--- config.mk ---
export PLATFORM = sky130hd
export DESIGN_NAME = bch_error_injector
export DESIGN_NICKNAME = d
export VERILOG_FILES = /design/src/rtl/bch_pkg.sv /design/src/rtl/lfsr16.sv /design/src/rtl/bch_error_injector.sv
export SDC_FILE = /design/constraint.sdc
export NUM_CORES = 1
export LEC_CHECK = 0
export BUFFER_PORTS_ARGS = -buffer_cell sky130_fd_sc_hd__buf_2
export CORE_MARGIN = 2
export CORE_UTILIZATION = 45
export CTS_CLUSTER_DIAMETER = 40
export CTS_CLUSTER_SIZE = 10
export DETAILED_ROUTE_END_ITERATION = 16
export PLACE_DENSITY = 0.71
export SLEW_MARGIN = 20
export SYNTH_ARGS = -nofsm -noshare
export SYNTH_HDL_FRONTEND = slang
export SYNTH_SLANG_ARGS = --single-unit
--- constraint.sdc ---
create_clock -name clk -period 2.8 [get_ports clk]
set_clock_uncertainty 0.1 [all_clocks]
set_input_delay 0.42 -clock clk [delete_from_list [all_inputs] [get_ports clk]]
set_output_delay 0.42 -clock clk [all_outputs]
set_load 0.03 [all_outputs]
--- src/rtl/bch_pkg.sv ---
// Shared definitions for the BCH(15,7) transmission pipeline: code sizes,
// LFSR feedback polynomial and the error-injector state encoding.
package bch_pkg;

   localparam int BCH_N = 15;
   localparam int BCH_K = 7;
   localparam int BCH_T = 2;

   // Galois right-shift feedback for x^16 + x^14 + x^13 + x^11 + 1
   localparam logic [15:0] LFSR_TAPS = 16'hB400;

   typedef enum logic [1:0] {
      IDLE   = 2'd0,
      INJECT = 2'd1,
      OUT    = 2'd2
   } inj_state_t;

   typedef logic [BCH_N-1:0] codeword_t;

endpackage

--- src/rtl/lfsr16.sv ---
// Free-running 16-bit Galois LFSR; a zero seed is replaced by 1 so the
// register can never lock up in the all-zero state.
module lfsr16
   import bch_pkg::*;
#(
   parameter logic [15:0] SEED = 16'hACE1
) (
   input  logic        clk,
   input  logic        rst,
   input  logic        en,
   output logic [15:0] value
);

   localparam logic [15:0] SEED_EFF = (SEED == 16'h0000) ? 16'h0001 : SEED;

   always_ff @(posedge clk) begin
      if (rst) begin
         value <= SEED_EFF;
      end else if (en) begin
         value <= {1'b0, value[15:1]} ^ (value[0] ? LFSR_TAPS : 16'h0000);
      end
   end

endmodule

--- src/rtl/bch_error_injector.sv ---
// Channel-impairment stage: flips a caller mask or a number of distinct
// LFSR-chosen bit positions in each accepted codeword.
module bch_error_injector
   import bch_pkg::*;
#(
   parameter int          N    = 15,
   parameter logic [15:0] SEED = 16'hACE1
) (
   input  logic         clk,
   input  logic         rst,
   input  logic         s_valid,
   output logic         s_ready,
   input  logic [N-1:0] s_data,
   input  logic         random_en,
   input  logic [7:0]   num_errors,
   input  logic [N-1:0] err_mask_in,
   output logic         m_valid,
   input  logic         m_ready,
   output logic [N-1:0] m_data,
   output logic [N-1:0] err_mask,
   output logic         busy
);

   localparam int         POS_W = $clog2(N);
   localparam logic [7:0] N_CNT = 8'(N);

   inj_state_t       state, state_next;
   logic [N-1:0]     data_q, data_next;
   logic [N-1:0]     mask_q, mask_next;
   logic [N-1:0]     cand;
   logic [7:0]       remaining, remaining_next;
   logic [15:0]      lfsr;
   logic [POS_W-1:0] pos;
   logic             unused_lfsr;

   lfsr16 #(.SEED(SEED)) u_lfsr (
      .clk   (clk),
      .rst   (rst),
      .en    (1'b1),
      .value (lfsr)
   );

   assign pos         = lfsr[POS_W-1:0];
   assign unused_lfsr = ^lfsr[15:POS_W];

   // One-hot candidate; a position >= N shifts the bit out and yields zero,
   // which rejects it without any compare or modulo.
   assign cand = {{(N-1){1'b0}}, 1'b1} << pos;

   always_ff @(posedge clk) begin
      if (rst) begin
         state     <= IDLE;
         data_q    <= '0;
         mask_q    <= '0;
         remaining <= '0;
      end else begin
         state     <= state_next;
         data_q    <= data_next;
         mask_q    <= mask_next;
         remaining <= remaining_next;
      end
   end

   always_comb begin
      state_next     = state;
      data_next      = data_q;
      mask_next      = mask_q;
      remaining_next = remaining;
      s_ready        = 1'b0;
      m_valid        = 1'b0;
      busy           = 1'b1;
      case (state)
         IDLE: begin
            s_ready = 1'b1;
            busy    = 1'b0;
            if (s_valid) begin
               data_next      = s_data;
               remaining_next = (num_errors > N_CNT) ? N_CNT : num_errors;
               if (!random_en) begin
                  mask_next  = err_mask_in;
                  state_next = OUT;
               end else begin
                  mask_next  = '0;
                  state_next = (remaining_next == 8'd0) ? OUT : INJECT;
               end
            end
         end
         INJECT: begin
            if ((cand != '0) && ((mask_q & cand) == '0)) begin
               mask_next      = mask_q | cand;
               remaining_next = remaining - 8'd1;
               if (remaining == 8'd1) begin
                  state_next = OUT;
               end
            end
         end
         OUT: begin
            m_valid = 1'b1;
            if (m_ready) begin
               state_next = IDLE;
            end
         end
         default: begin
            state_next = IDLE;
         end
      endcase
   end

   // Both terms are registers, so the outputs stay put while OUT waits.
   assign m_data   = data_q ^ mask_q;
   assign err_mask = mask_q;

endmodule

After elaboration in Yosys (flattened, before gate mapping)
Cells that the tools add are included.
{ "totals": {"register_bits": 56, "elab_cells": 47} }
{ "op_classes": {"add_sub_neg": 1, "order_cmp": 1, "eq_ne": 7, "n_shift": 1, "muxes": 19, "bitwise_logic": 4, "reduce_logical": 9} }
{ "op_table": {"columns": ["op", "n"], "rows": [
  ["$mux W15", 3],
  ["$pmux W15 S2", 1],
  ["$mux W8", 3],
  ["$mux W16", 1],
  ["$pmux W8 S2", 1],
  ["$xor A15 B16 Y16", 1],
  ["$and A15 B15 Y15", 1],
  ["$logic_not A15 Y1", 1],
  ["$or A15 B15 Y15", 1],
  ["$reduce_bool A15 Y1", 1],
  ["$shl A1 B4 Y15 const A", 1],
  ["$xor A15 B15 Y15", 1],
  ["$mux W2", 6],
  ["$eq A8 B1 Y1 const B", 1],
  ["$gt A8 B4 Y1 const B", 1],
  ["$logic_not A8 Y1", 1],
  ["$ne A2 B2 Y1 const B", 4],
  ["$sub A8 B1 Y8 const B", 1],
  ["$pmux W2 S3", 1],
  ["$reduce_and A4 Y1", 1],
  ["$mux W1", 3],
  ["$reduce_and A3 Y1", 1],
  ["$eq A2 B1 Y1 const B", 1],
  ["$eq A2 B2 Y1 const B", 1],
  ["other kinds (4)", 4]
]} }

Longest topological paths before layout
{ "depth": {"depth_word": 7, "depth_mapped": 8, "depth_no_buf": 6} }

Modules after synthesis
A second synthesis with hierarchy kept.
{ "hier_totals": {"cells_unflattened": 351, "area_unflattened_um2": 2950.3} }
{ "modules_own_cells": {"columns": ["module", "n_inst", "cells_each", "area_per_inst_um2", "seq_area_each_um2"], "rows": [
  ["bch_error_injector", 1, 295, 2321.0, 800.8],
  ["lfsr16", 1, 56, 629.4, 320.3]
]} }

Worst setup path after synthesis
Ideal clock, no wire load.
{ "synth_path": {"path_kind": "register -> register", "startpoint": "register u_lfsr.value[2]", "endpoint": "register mask_q[10] (netlist: err_mask[10])", "setup_time_ns": 0.100, "arrival_ns": 1.999, "setup_slack_ns": 0.602, "path_stages_with_launch": 8, "n_path_buf": 2, "synth_period_minus_slack_ns": 2.198, "cell_sequence": "dfxtp_1 buf_6 mux2_4 o2111a_2 nor3_4 a31oi_4 buf_6 a2111oi_4"} }
{ "synth_between": {"elab_chain_cells": 6} }
{ "synth_lines": {"columns": ["item", "line_no", "rtl"], "rows": [
  ["start, declared", "lfsr16.sv:11", "output logic [15:0] value"],
  ["start signal, assigned", "lfsr16.sv:20", "value <= {1'b0, value[15:1]} ^ (value[0] ? LFSR_TAPS : 16'h0000);"],
  ["$shl A1 B4 Y15 *", "bch_error_injector.sv:48", "assign cand = {{(N-1){1'b0}}, 1'b1} << pos;"],
  ["$and A15 B15 Y15", "bch_error_injector.sv:89", "if ((cand != '0) && ((mask_q & cand) == '0)) begin"],
  ["$logic_not A15 Y1", "bch_error_injector.sv:89", null],
  ["$logic_and A1 B1 Y1", "bch_error_injector.sv:89", null],
  ["$ne A2 B2 Y1 (no source line)", null, null],
  ["$reduce_and A3 Y1 (no source line)", null, null],
  ["end signal, assigned", "bch_error_injector.sv:59", "mask_q <= mask_next;"],
  ["end, declared", "bch_error_injector.sv:29", "logic [N-1:0] mask_q, mask_next;"]
]} }
Mark *: on every way between the ends. The rest lies on a longest branch, timed or not. The select of a mux whose other input is x is not followed.
A chain may end at the register's enable or synchronous reset.

Worst setup path after layout
{ "layout_path": {"startpoint": "register u_lfsr.value[0]", "endpoint": "register mask_q[0] (netlist: err_mask[0])"} }
The elaborated chain is that of the path after synthesis.

==> flow_summary.json <==
{
  "dr.first_iter.drc_count": 233,
  "insertedDiodeCount": 0,
  "finalCriticalPeriod_ps": 2430,
  "ctsLongestPathBuffers": 2,
  "async_reset_ff_frac": 0,
  "netlist_top_cells_area": "dfxtp_1 39%, a21oi_1 6.1%, nand2_1 5.5%",
  "yosysTopAreaCell": "dfxtp_1",
  "coreArea_um2": 6280,
  "critPathArrivalTime_ps": 2520,
  "critPathMaxFanout": 13,
  "rows": 29,
  "avgSynthCellArea_um2": 8.38,
  "switching_power_w": 0.00107,
  "combPwrFrac": 0.411,
  "ys_ff_latch": 56,
  "synthToLayoutAreaGrowth_pct": 19.0,
  "drtPass1Iterations": 4,
  "power_frac_seq": 0.409,
  "syn_nets": 390,
  "p_int_w": 0.00146,
  "fin_util": 0.548,
  "ant_nets": 0,
  "clock_latency_ps": 310,
  "hold_viol": 0,
  "crit_path_end_kind": "flop",
  "max_freq_mhz": 412,
  "post-route-period-util": 0.868,
  "grt_max_degree": 49,
  "gr-total-overflow": 0,
  "drv_slew": 0,
  "p_sw_frac": 0.424,
  "initial_core_util": 0.460,
  "die-area_um2": 7080,
  "relSlewSlack": 0.543,
  "grt_setup_unrepaired": "false",
  "wirelength_mm": 7.58,
  "synth_top_area_frac": 0.388,
  "synthCells": 345,
  "synth_area_um2": 2890,
  "numClockSinks": 56,
  "tightest_slew_ps": 677,
  "vdd_drop_max_mv": 0.440,
  "cts_tree": "done",
  "final_nets": 460,
  "synth_edf_count": 0,
  "outcome": "finished, final reports clean",
  "grt_pass1_wl_mm": 12.5,
  "fin_cells": 493,
  "cp_data_required_time_ps": 2890,
  "drc": 0,
  "yosysWarningCount": 0,
  "clk_pin_slew_ps": 100,
  "antenna_found_initial": 0,
  "hp-class": "input pin to flop",
  "synth.distinct_cells": 56,
  "setup_viol": 0,
  "ys.flop_type": "dfxtp_1",
  "track_usage": 0.216,
  "ioPinCount": 76,
  "gp_congestion": 0.870,
  "drive_above_1_share": 0.267,
  "powerDensity_nw_per_um2": 737,
  "timing.setup.tns_ps": 0,
  "path_class": "flop to flop",
  "htreeDepth": 2,
  "max-cap-violations": 0,
  "die_y_um": 84.1,
  "place_hpwl_mm": 5.36,
  "portBuffers": 75,
  "wl_per_cell_um": 15.4,
  "via_count": 2754,
  "drt-vias-per-instance": 5.59,
  "power_frac_clock": 0.181,
  "critPathLaunchType": "flop",
  "root_buffer": "clkbuf_8",
  "yosysSeqAreaShare": 0.388,
  "place_inst": 482,
  "grt_pass1_vias": 2562,
  "die_w_um": 84.1,
  "cts_made_buffers": 5,
  "p_leak_nw": 1.45
}
[layout by cell type, fill, tap and decap left out, types with 3 or more instances in the layout]
cell | synthesis | final
buf_4 | 0 | 9
nand3b_1 | 3 | 3
o31a_1 | 3 | 3
nand2_1 | 42 | 42
buf_2 | 2 | 75
nor3_1 | 5 | 5
nand3_1 | 4 | 4
nor2b_1 | 16 | 16
a21oi_1 | 35 | 35
o32ai_1 | 4 | 4
nand4_1 | 4 | 4
o31ai_1 | 3 | 3
nand2b_1 | 5 | 5
a211oi_1 | 6 | 6
dfxtp_1 | 56 | 55
a2111oi_0 | 5 | 5
inv_1 | 21 | 21
o221ai_1 | 5 | 5
clkbuf_8 | 0 | 5
xnor2_1 | 4 | 4
nor2_1 | 18 | 18
o21ai_0 | 16 | 16
mux2i_1 | 3 | 3
xor2_1 | 15 | 15
a311oi_1 | 4 | 4
or2_2 | 9 | 9
[stage by stage]
| step | total power [W] | setup WS (ps) | instance area, µm² | hold slack, ps |
|---|---|---|---|---|
| 3_5_place_dp | 0.00206 | 209 | 3310 | 298 |
| 6_report | 0.00253 | 370 | 3440 | 229 |
| 3_3_place_gp | 0.00204 | 350 | 3310 | 293 |
| 4_1_cts | 0.00252 | 174 | 3400 | 225 |
| 5_1_grt | 0.00269 | 122 | 3440 | 220 |
| 2_1_floorplan | 0.00177 | 602 | 2890 | 289 |
[registers in the layout (all words and copies together), names as in the netlist]
register / flops
remaining: 8
data_q: 15
u_lfsr.value: 16
err_mask: 15
state: 2
[synthesized netlist by cell type, drive strengths merged, types with 2 or more instances]
cell type  count
o22ai          2
o21ai         17
nand2         42
dfxtp         56
xor2          15
a211oi         6
o31a           3
and2           2
nor2b         16
mux2i          3
nand3b         3
o221ai         5
o31ai          3
nor4           2
ha             2
nor3           7
nor4bb         2
a21oi         35
o32ai          4
inv           21
a311oi         4
o2bb2ai        2
nand2b         5
clkbuf        14
or2            9
xnor2          4
buf            8
a2111oi        8
nor2          18
nand3          4
nand4          4
or3            2
[repair_timing]
action / 4_1_cts / 5_1_grt
setup endpoints to repair: 0 / 4
hold buffers: 0 / 0
setup buffers: 0 / 3
gates resized for setup: 0 / 1
[power by group through the flow]
stage	Sequential [W]	Combinational, W	Clock, W
4_1_cts	0.00104	0.00101	0.000473
3_5_place_dp	0.00105	0.00101	0
3_3_place_gp	0.00105	0.000992	0
5_1_grt	0.00106	0.00113	0.000507
6_report	0.00104	0.00104	0.000457
2_1_floorplan	0.00110	0.000664	0
[area by class of cell]
class / count / area (µm²)
flip-flops and latches: 56 / 1120
inverters: 22 / 82.6
fillers: 611 / 2840
well taps: 77 / 96.3
repair buffers: 85 / 463
clock buffers: 5 / 68.8
multi-input cells: 245 / 1590
clock inverters: 3 / 21.3
[final timing paths]
path                      to  cells past startpoint             from  slack [ps]
max              err_mask[0]                      6  u_lfsr.value[0]         370
min                data_q[0]                      3        s_data[0]         230
max reg2reg      err_mask[0]                      6  u_lfsr.value[0]         370
min reg2reg  u_lfsr.value[7]                      1  u_lfsr.value[8]         320
[worst max-delay path, cell delays in order (launching register included)]
cell	delay [ps]
dfxtp_1	570
or3b_1	420
o2111a_2	200
nor3_4	300
a31oi_4	160
buf_4	170
a2111oi_0	390
[logic make-up (layout without fill, tap and decap cells)]
kind of cell,Yosys count,after routing,share of synthesized area
and+or+nand+nor,121,121,0.219
AOI/OAI and AO/OA,99,99,0.248
DFF,56,56,0.388
buffers and inverters,44,115,0.0632
xor gates and xnor gates,19,19,0.0576
muxes,4,4,0.0156
adders and majority gates,2,2,0.00866
[routing by layer]
metal  vias to the layer above  routed length [µm]  share of wire  track usage
met3                         8                 486          0.064       0.0472
li1                       1365                   -              -            -
met4                         0                  75         0.0099       0.0528
met2                        93                3490           0.46        0.341
met5                         -                   0              0            0
met1                      1288                3530           0.47        0.304
Power figures use the tool's default switching activity.
